$ cat config.mk
export PLATFORM = sky130hd
export DESIGN_NAME = prog_clk_gen
export DESIGN_NICKNAME = d
export VERILOG_FILES = /design/src/rtl/prog_clk_gen.sv
export SDC_FILE = /design/constraint.sdc
export NUM_CORES = 1
export LEC_CHECK = 0
export CAP_MARGIN = 10
export CORE_MARGIN = 2
export CORE_UTILIZATION = 41
export CTS_CLUSTER_SIZE = 12
export DETAILED_ROUTE_END_ITERATION = 10
export HOLD_SLACK_MARGIN = 0.12
export SLEW_MARGIN = 20
export SYNTH_ARGS = -nofsm -noshare
export SYNTH_HDL_FRONTEND = slang
export SYNTH_SLANG_ARGS = --single-unit
$ cat constraint.sdc
create_clock -name prog_clk_gen_fsys -period 6.3 [get_ports prog_clk_gen_fsys]
set_input_delay 1.89 -clock prog_clk_gen_fsys [delete_from_list [all_inputs] [get_ports prog_clk_gen_fsys]]
set_output_delay 1.89 -clock prog_clk_gen_fsys [all_outputs]
set_load 0.01 [all_outputs]
$ cat src/rtl/prog_clk_gen.sv
// prog_clk_gen: multi-channel programmable clock divider.
// Each channel divides fsys by a runtime-loadable divisor D (values 0/1 act as 2),
// emitting a registered divided clock (high for ceil(D/2), low for floor(D/2)),
// a one-cycle tick on the last fsys cycle of each period, and a busy flag.
// Divisor changes take effect only on period boundaries; disabling a channel
// lets the current period finish before the channel goes idle.
//
// Ports:
//   prog_clk_gen_fsys   in   system clock
//   prog_clk_gen_rst_n  in   asynchronous active-low reset
//   prog_clk_gen_en     in   [CHANNELS]           per-channel run enable (level)
//   prog_clk_gen_load   in   [CHANNELS]           per-channel divisor load strobe
//   prog_clk_gen_div    in   [CHANNELS*DIV_WIDTH] divisors, channel i at [i*DIV_WIDTH +: DIV_WIDTH]
//   prog_clk_gen_out    out  [CHANNELS]           divided clock, registered
//   prog_clk_gen_tick   out  [CHANNELS]           end-of-period pulse, registered
//   prog_clk_gen_busy   out  [CHANNELS]           channel in RUN or DRAIN
module prog_clk_gen #(
    parameter int unsigned CHANNELS  = 4,
    parameter int unsigned DIV_WIDTH = 16
) (
    input  logic                          prog_clk_gen_fsys,
    input  logic                          prog_clk_gen_rst_n,
    input  logic [CHANNELS-1:0]           prog_clk_gen_en,
    input  logic [CHANNELS-1:0]           prog_clk_gen_load,
    input  logic [CHANNELS*DIV_WIDTH-1:0] prog_clk_gen_div,
    output logic [CHANNELS-1:0]           prog_clk_gen_out,
    output logic [CHANNELS-1:0]           prog_clk_gen_tick,
    output logic [CHANNELS-1:0]           prog_clk_gen_busy
);

    typedef enum logic [1:0] {
        ST_IDLE  = 2'd0,
        ST_RUN   = 2'd1,
        ST_DRAIN = 2'd2
    } state_t;

    for (genvar i = 0; i < int'(CHANNELS); i++) begin : g_ch
        state_t                 r_state, w_state_nxt;
        logic [DIV_WIDTH-1:0]   r_a, w_a_nxt;
        logic [DIV_WIDTH-1:0]   r_p, w_p_nxt;
        logic [DIV_WIDTH-1:0]   r_c, w_c_nxt;
        logic                   r_f, w_f_nxt;
        logic                   r_out, w_out_nxt;
        logic                   r_tick, w_tick_nxt;
        logic [DIV_WIDTH-1:0]   w_div;
        logic [DIV_WIDTH-1:0]   w_d;
        logic [DIV_WIDTH-1:0]   w_half;
        logic                   w_wrap;
        logic                   w_active;

        assign w_div    = prog_clk_gen_div[i*DIV_WIDTH +: DIV_WIDTH];
        // Effective divisor clamps 0/1 to 2; half = ceil(D/2) without widening.
        assign w_d      = (r_a < DIV_WIDTH'(2)) ? DIV_WIDTH'(2) : r_a;
        assign w_half   = (w_d >> 1) + DIV_WIDTH'(w_d[0]);
        assign w_wrap   = (r_c == (w_d - DIV_WIDTH'(1)));
        assign w_active = (r_state != ST_IDLE);

        // State and datapath registers.
        always_ff @(posedge prog_clk_gen_fsys or negedge prog_clk_gen_rst_n) begin
            if (!prog_clk_gen_rst_n) begin
                r_state <= ST_IDLE;
                r_a     <= DIV_WIDTH'(2);
                r_p     <= '0;
                r_c     <= '0;
                r_f     <= 1'b0;
                r_out   <= 1'b0;
                r_tick  <= 1'b0;
            end else begin
                r_state <= w_state_nxt;
                r_a     <= w_a_nxt;
                r_p     <= w_p_nxt;
                r_c     <= w_c_nxt;
                r_f     <= w_f_nxt;
                r_out   <= w_out_nxt;
                r_tick  <= w_tick_nxt;
            end
        end

        // Next-state, counter, divisor update and output decode.
        always_comb begin
            w_state_nxt = r_state;
            w_a_nxt     = r_a;
            w_p_nxt     = r_p;
            w_c_nxt     = r_c;
            w_f_nxt     = r_f;
            w_out_nxt   = 1'b0;
            w_tick_nxt  = 1'b0;

            case (r_state)
                ST_IDLE: begin
                    w_c_nxt = '0;
                    if (r_f) begin
                        w_a_nxt = r_p;
                        w_f_nxt = 1'b0;
                    end
                    if (prog_clk_gen_en[i]) begin
                        w_state_nxt = ST_RUN;
                    end
                end
                ST_RUN, ST_DRAIN: begin
                    w_out_nxt  = (r_c < w_half);
                    w_tick_nxt = w_wrap;
                    w_c_nxt    = w_wrap ? '0 : (r_c + DIV_WIDTH'(1));
                    if (w_wrap && r_f) begin
                        w_a_nxt = r_p;
                        w_f_nxt = 1'b0;
                    end
                    if (r_state == ST_RUN) begin
                        // Disable exactly on a boundary stops without an extra drain period.
                        if (!prog_clk_gen_en[i]) begin
                            w_state_nxt = w_wrap ? ST_IDLE : ST_DRAIN;
                        end
                    end else begin
                        if (prog_clk_gen_en[i]) begin
                            w_state_nxt = ST_RUN;
                        end else if (w_wrap) begin
                            w_state_nxt = ST_IDLE;
                        end
                    end
                end
                default: begin
                    w_state_nxt = ST_IDLE;
                    w_c_nxt     = '0;
                end
            endcase

            // A load landing on the wrap edge becomes active for the next period.
            if (prog_clk_gen_load[i]) begin
                w_p_nxt = w_div;
                w_f_nxt = 1'b1;
                if (w_active && w_wrap) begin
                    w_a_nxt = w_div;
                    w_f_nxt = 1'b0;
                end
            end
        end

        assign prog_clk_gen_out[i]  = r_out;
        assign prog_clk_gen_tick[i] = r_tick;
        assign prog_clk_gen_busy[i] = w_active;
    end

endmodule

==> impl_metrics.json, run 1 <==
{
  "run_status": "completed",
  "dr.pass1.iters": 5,
  "synth_common_cells": "dfrtp_1 (208), nor2_1 (178), nand2_1 (144), xnor2_1 (108), clkbuf_1 (103)",
  "avgSynthCellArea_sq_um": 8.81,
  "ys_seq_area_frac": 0.334,
  "synth_adder_area_share": 0.0725,
  "setup_violations": 0,
  "synth_cell_types": 79,
  "slowest_stage": "and3_1",
  "layout_min_cycle_time_ps": 5270,
  "yosysWarnings": 0,
  "cts_tree": "built",
  "synth_top_family_by_area": "simple AND/OR/NAND/NOR gates",
  "rr_startpoint": "g_ch[0].r_a[12]$_DFF_PN0_",
  "drt_drc_violations_left": 0,
  "drtAntennaViolNets": 0,
  "net-switching-power_w": 0.00335,
  "antenna_cells": 0,
  "relSlewSlack": 0.323,
  "clock_latency_ps": 540,
  "power_frac_seq": 0.307,
  "period_share": 0.837,
  "switching_share": 0.437,
  "final_nets": 1963,
  "min_path_type": "reg2reg",
  "fmax_ghz": 0.190,
  "rsz0062_at_grt": "false",
  "ir_drop_v": 0.000273,
  "vias_per_cell": 5.65,
  "synth_edf_count": 0,
  "finalHoldViolations": 0,
  "die_y_microns": 201,
  "die_w_microns": 201,
  "cts_max_path_buffers": 3,
  "synth_xor_area_frac": 0.0973,
  "gr-total-overflow": 0,
  "final-max-slew-violation-count": 0,
  "start_kind": "flop",
  "synth-compound-area-share": 0.150,
  "cts_hold_buffers": 0,
  "clk_pin_slew_worst_paths_ps": 60,
  "tightestPinTransition_ps": 1010,
  "clock-root-buffer": "clkbuf_16",
  "synth.most_common_cell": "dfrtp_1",
  "pwr-share-comb": 0.496,
  "antenna_found_initial": 0,
  "cts_made_buffers": 26,
  "gp_congestion": 0.892,
  "ys_seq_elements": 212,
  "cts_resized": 0,
  "p_leak_nw": 7.47,
  "internal_power_w": 0.00432,
  "muxShareOfSynthArea": 0.0835,
  "io_pins": 86,
  "synth-simple-area-share": 0.207,
  "grt_max_degree": 111,
  "dpl.hpwl_mm": 28.7,
  "grt_pass1_wl_mm": 68.5,
  "min-delay-start": "g_ch[3].r_p[14]$_DFFE_PN0P_",
  "synth_area_leaders": "dfrtp_1 (33%), ha_1 (7.2%), mux2_2 (6.9%)",
  "synthArstFlopShare": 1.00,
  "crit_path_cell_trace": "or4_1 > nor2_1 > nand3_1 > o21ai_1 > ha_1 > or3b_2 > nor4_1 > a221o_1 > a22oi_1 > nor4_1 > and4_1 > and3_1 > buf_4 > nor3_1 > a221o_1",
  "grt_pass1_vias": 13100,
  "max_stage_delay_ps": 620,
  "clockPowerShare": 0.196,
  "dieArea_sq_um": 40300,
  "cp.arrival_ps": 5690,
  "crit_type": "reg2reg",
  "core_region_area_sq_um": 38500,
  "synth_cells": 1803,
  "cp-startpoint": "g_ch[0].r_a[12]$_DFF_PN0_",
  "syn-cell-area_sq_um": 15900,
  "area_growth_pct": 12.1,
  "post_cts_buffers": 0,
  "initial_core_util": 0.413,
  "maxCapViolCount": 0,
  "cp-end-kind": "flop",
  "cp_top_family": "simple AND/OR/NAND/NOR gates",
  "htree_levels": 1,
  "io_buffers": 85,
  "ys.flop_type": "dfrtp_1",
  "p_per_area_nw_per_um2": 431,
  "drtIter0Drc": 817,
  "required_ps": 6720,
  "grtUsageTotal": 0.202,
  "fin_setup_tns_ps": 0,
  "synth_nets": 1969,
  "synth.top_cell.area_share": 0.328,
  "via_count": 13200,
  "wl_per_cell_microns": 17.4,
  "cp_max_fo": 18,
  "drive_gt1_frac": 0.103,
  "wl_mm": 40.6,
  "skew_ps": 9.07,
  "clock-sinks": 212,
  "yosysTopAreaCell": "dfrtp_1",
  "cp_num_buf_inv": 1,
  "rows": 72,
  "hold-worst-slack_ps": 502
}
==> state kept, by name, summed over array words and instances (netlist names) <==
signal and cells:
g_ch.r_a 64, g_ch.r_c 64, g_ch.r_p 64, g_ch.r_state 8
g_ch.r_f 4, g_ch.r_out 4, g_ch.r_tick 4
==> layout make-up <==
cell class | count | area [sq um]
tap | 518 | 648
multi-input combinational | 1381 | 9700
timing repair buffer | 105 | 1020
inverter | 71 | 267
sequential | 212 | 5310
fill | 3697 | 20700
clock inverter | 11 | 110
clock buffer | 37 | 753
==> logic make-up (layout without fill, tap and decap cells) <==
logic type / count (synthesis) / after routing
AND/OR/NAND/NOR: 661 / 661
XOR/XNOR: 175 / 175
flip-flops: 212 / 212
multiplexers: 120 / 120
buffers and inverters: 210 / 224
adder cells (fa/ha/maj): 92 / 92
AO/OA/AOI/OAI: 333 / 333
==> worst paths after layout <==
check	end	slack, ps	cells after the start
worst max-delay path	g_ch[0].r_a[13]$_DFF_PN0_	1030	15
worst min-delay path	g_ch[3].r_p[14]$_DFFE_PN0P_	500	1
worst max register to register	g_ch[0].r_a[13]$_DFF_PN0_	1030	15
worst min register to register	g_ch[3].r_p[14]$_DFFE_PN0P_	500	1
max in group asynchronous	g_ch[2].r_c[13]$_DFF_PN0_	3830	2
min in group asynchronous	g_ch[3].r_p[12]$_DFFE_PN0P_	1400	1
==> through the flow <==
stage,util,total power (W),area (sq um),setup WS [ps],cells
CTS,0.463,0.00773,17800,1040,2335
floorplan,-,0.00523,15900,1770,1803
finish,0.463,0.00767,17800,1030,2335
global placement,0.440,0.00606,16900,1130,2287
detailed placement,0.440,0.00616,16900,1080,2287
global route,0.463,0.00833,17800,388,2335
==> power by group through the flow <==
stage / clock (W) / sequential (W) / combinational, W
after detailed placement: 0 / 0.00237 / 0.00379
after global routing: 0.00161 / 0.00244 / 0.00427
after global placement: 0 / 0.00235 / 0.00370
after CTS: 0.00156 / 0.00235 / 0.00381
after floorplan: 0 / 0.00191 / 0.00333
final: 0.00151 / 0.00236 / 0.00381
==> cells in the final DEF (no fill, tap or decap), types with 6 or more instances in the layout <==
cell,n
or4_1,6
and2_1,6
o21ai_0,66
nor3b_1,11
a311oi_1,10
nand3_1,81
mux2_2,98
nand4_1,20
nor2_1,178
nand2b_1,25
and4_1,8
a211o_1,7
clkbuf_16,27
dfrtp_1,208
xor2_1,66
a21oi_1,54
or3_1,11
o21a_1,8
xnor2_1,108
nor4_1,27
nor4b_1,7
nor3_1,59
a22o_1,11
a22oi_1,18
a211oi_1,7
and3_1,32
clkbuf_1,6
mux2i_1,20
a221o_1,33
a21o_1,24
buf_4,19
clkinv_2,7
clkdlybuf4s50_1,84
nand2_1,144
nor2b_1,24
inv_1,69
a31oi_1,40
ha_1,91
==> routing by layer <==
| metal | vias up | global-route usage | part of all wire |
|---|---|---|---|
| met5 | - | 0 | 0 |
| met4 | 0 | 0.0553 | 0.022 |
| met1 | 6457 | 0.281 | 0.47 |
| li1 | 6418 | - | - |
| met2 | 265 | 0.334 | 0.47 |
| met3 | 64 | 0.0219 | 0.037 |
No activity file was read; power rests on OpenSTA's default activity.
==> inputs of run 2 (changes only) <==
Clock period 6.3 ns to 5.29 ns, I/O delays scaled along.
==> impl_metrics.json, run 2 (synthesis results as in run 1) <==
{
  "final_cell_mix": "dfrtp_1 (208), nor2_1 (178), nand2_1 (144), xnor2_1 (108), mux2_2 (98)",
  "tightestPinTransition_ps": 1060,
  "die_w_microns": 201,
  "crit_type": "reg2reg",
  "io_buffers": 85,
  "start_kind": "flop",
  "rsz0062_at_grt": "false",
  "final-max-slew-violation-count": 0,
  "initial_core_util": 0.413,
  "final_cells": 2352,
  "dpl.hpwl_mm": 28.9,
  "area_growth_pct": 12.9,
  "p_per_area_nw_per_um2": 512,
  "gr-total-overflow": 0,
  "dp.cells": 2305,
  "cp.arrival_ps": 5220,
  "rrSetupSlack_ps": 500,
  "cp_common_cell": "a221o_1",
  "ir_drop_v": 0.000438,
  "maxCapViolCount": 0,
  "final_nets": 1981,
  "cp-end-kind": "flop",
  "grtUsageTotal": 0.201,
  "clock-sinks": 212,
  "antenna_found_initial": 0,
  "gp_congestion": 0.854,
  "clock-root-buffer": "clkbuf_16",
  "period_share": 0.905,
  "pre_cts_ws_ps": 376,
  "clock_latency_ps": 550,
  "die_y_microns": 201,
  "cp_num_buf_inv": 2,
  "clk_pin_slew_worst_paths_ps": 60,
  "cts_made_buffers": 25,
  "drtAntennaViolNets": 0,
  "min_to": "g_ch[3].r_p[14]$_DFFE_PN0P_",
  "fmax_ghz": 0.209,
  "io_pins": 86,
  "required_ps": 5720,
  "core_region_area_sq_um": 38500,
  "wl_per_cell_microns": 17.3,
  "min_path_cells": 1,
  "run_status": "completed",
  "cts_hold_buffers": 0,
  "grt_max_degree": 118,
  "r2r_cells": 16,
  "min-delay-start": "g_ch[3].r_p[14]$_DFFE_PN0P_",
  "setup_violations": 0,
  "cp_max_fo": 15,
  "min_path_type": "reg2reg",
  "p_leak_nw": 7.55,
  "dieArea_sq_um": 40300,
  "drt_drc_violations_left": 0,
  "cts_tree": "built",
  "cp_top_family": "simple AND/OR/NAND/NOR gates",
  "grt_pass1_vias": 13300,
  "largestRegisters": "g_ch.r_a x64, g_ch.r_c x64, g_ch.r_p x64",
  "drtIter0Drc": 742,
  "final_common_cell": "dfrtp_1",
  "layout_min_cycle_time_ps": 4790,
  "wl_mm": 40.7,
  "rr_startpoint": "g_ch[0].r_a[14]$_DFF_PN0_",
  "cts_max_path_buffers": 3,
  "relSlewSlack": 0.296,
  "max_stage_delay_ps": 600,
  "rows": 72,
  "skew_ps": 13.2,
  "crit_path_cell_trace": "or4_1 > nor2_1 > nand3_1 > o21ai_1 > ha_1 > or3b_2 > nor4_2 > a221o_1 > a22oi_1 > nor4_1 > and4_1 > and3_1 > buf_4 > a311oi_4 > buf_12 > a221o_1",
  "slowest_stage": "or4_1",
  "vias_per_cell": 5.67,
  "setup_ws_ps": 502,
  "drive_gt1_frac": 0.112,
  "reg2reg_to": "g_ch[0].r_a[13]$_DFF_PN0_",
  "grt_pass1_wl_mm": 68.1,
  "htree_levels": 1,
  "antenna_cells": 0,
  "via_count": 13300,
  "dr.pass1.iters": 4,
  "finalHoldViolations": 0,
  "fin_setup_tns_ps": 0,
  "fillers": 3695
}
## run 2: cell count changes in the layout (fill, tap and decap cells not counted), sizes merged
cell / delta
buf: +19
clkbuf: -3
clkinv: +1
clkinvlp: -1
inv: +1
## run 2: final cells by class
class / count / area [sq um] / share of cell area
clock buffer: 34 / 699 / 0.0390
clock inverter: 12 / 120 / 0.00670
inverter: 71 / 267 / 0.0149
timing repair buffer: 124 / 1190 / 0.0661
sequential: 212 / 5310 / 0.296
multi-input combinational: 1381 / 9700 / 0.541
tap: 518 / 648 / 0.0361
## run 2: worst register-to-register path: cells and delay by family, from the launching register on
family          cells  cell delay [ps]
buf+inv             2              430
flops               1              480
fa+ha+maj           1              300
compound gates      5              950
simple gates        8             2520
## run 2: power by group
group | leakage [nW] | switching [W] | internal, W
sequential | 2.67 | 0.000768 | 0.00201
combinational | 4.48 | 0.00253 | 0.00213
clock | 0.407 | 0.000719 | 0.00102
## run 2: worst max-delay path by stage
stage          cells past startpoint                   endpoint                 startpoint
3_3_place_gp                      14  g_ch[0].r_a[12]$_DFF_PN0_  g_ch[0].r_a[14]$_DFF_PN0_
5_1_grt                           16  g_ch[0].r_a[13]$_DFF_PN0_  g_ch[0].r_a[14]$_DFF_PN0_
3_5_place_dp                      14  g_ch[0].r_a[13]$_DFF_PN0_  g_ch[0].r_a[14]$_DFF_PN0_
6_report                          16  g_ch[0].r_a[13]$_DFF_PN0_  g_ch[0].r_a[14]$_DFF_PN0_
4_1_cts                           14  g_ch[0].r_a[13]$_DFF_PN0_  g_ch[0].r_a[14]$_DFF_PN0_
2_1_floorplan                     18   g_ch[0].r_a[8]$_DFF_PN0_  g_ch[0].r_a[14]$_DFF_PN0_
## run 2: timing repair
action,CTS,global route
endpoints found under the hold margin,0,0
setup buffers,0,1
resized for setup,0,1
endpoints found under the setup margin,0,16
## run 2: routing by layer
metal	global-route usage	routed length [microns]	vias to the layer above
li1	-	-	6454
met3	0.0198	1420	60
met1	0.276	19200	6571
met2	0.336	19200	249
met4	0.0569	877	0
met5	0	0	-
## run 2: per-stage QoR
step | area, sq um | hold WS [ps] | utilization | total power, W
floorplan | 15900 | 474 | - | 0.00623
global placement | 17100 | 503 | 0.444 | 0.00728
detailed placement | 17100 | 496 | 0.444 | 0.00742
CTS | 17900 | 513 | 0.465 | 0.00922
global route | 17900 | 543 | 0.466 | 0.00996
finish | 17900 | 509 | 0.466 | 0.00918
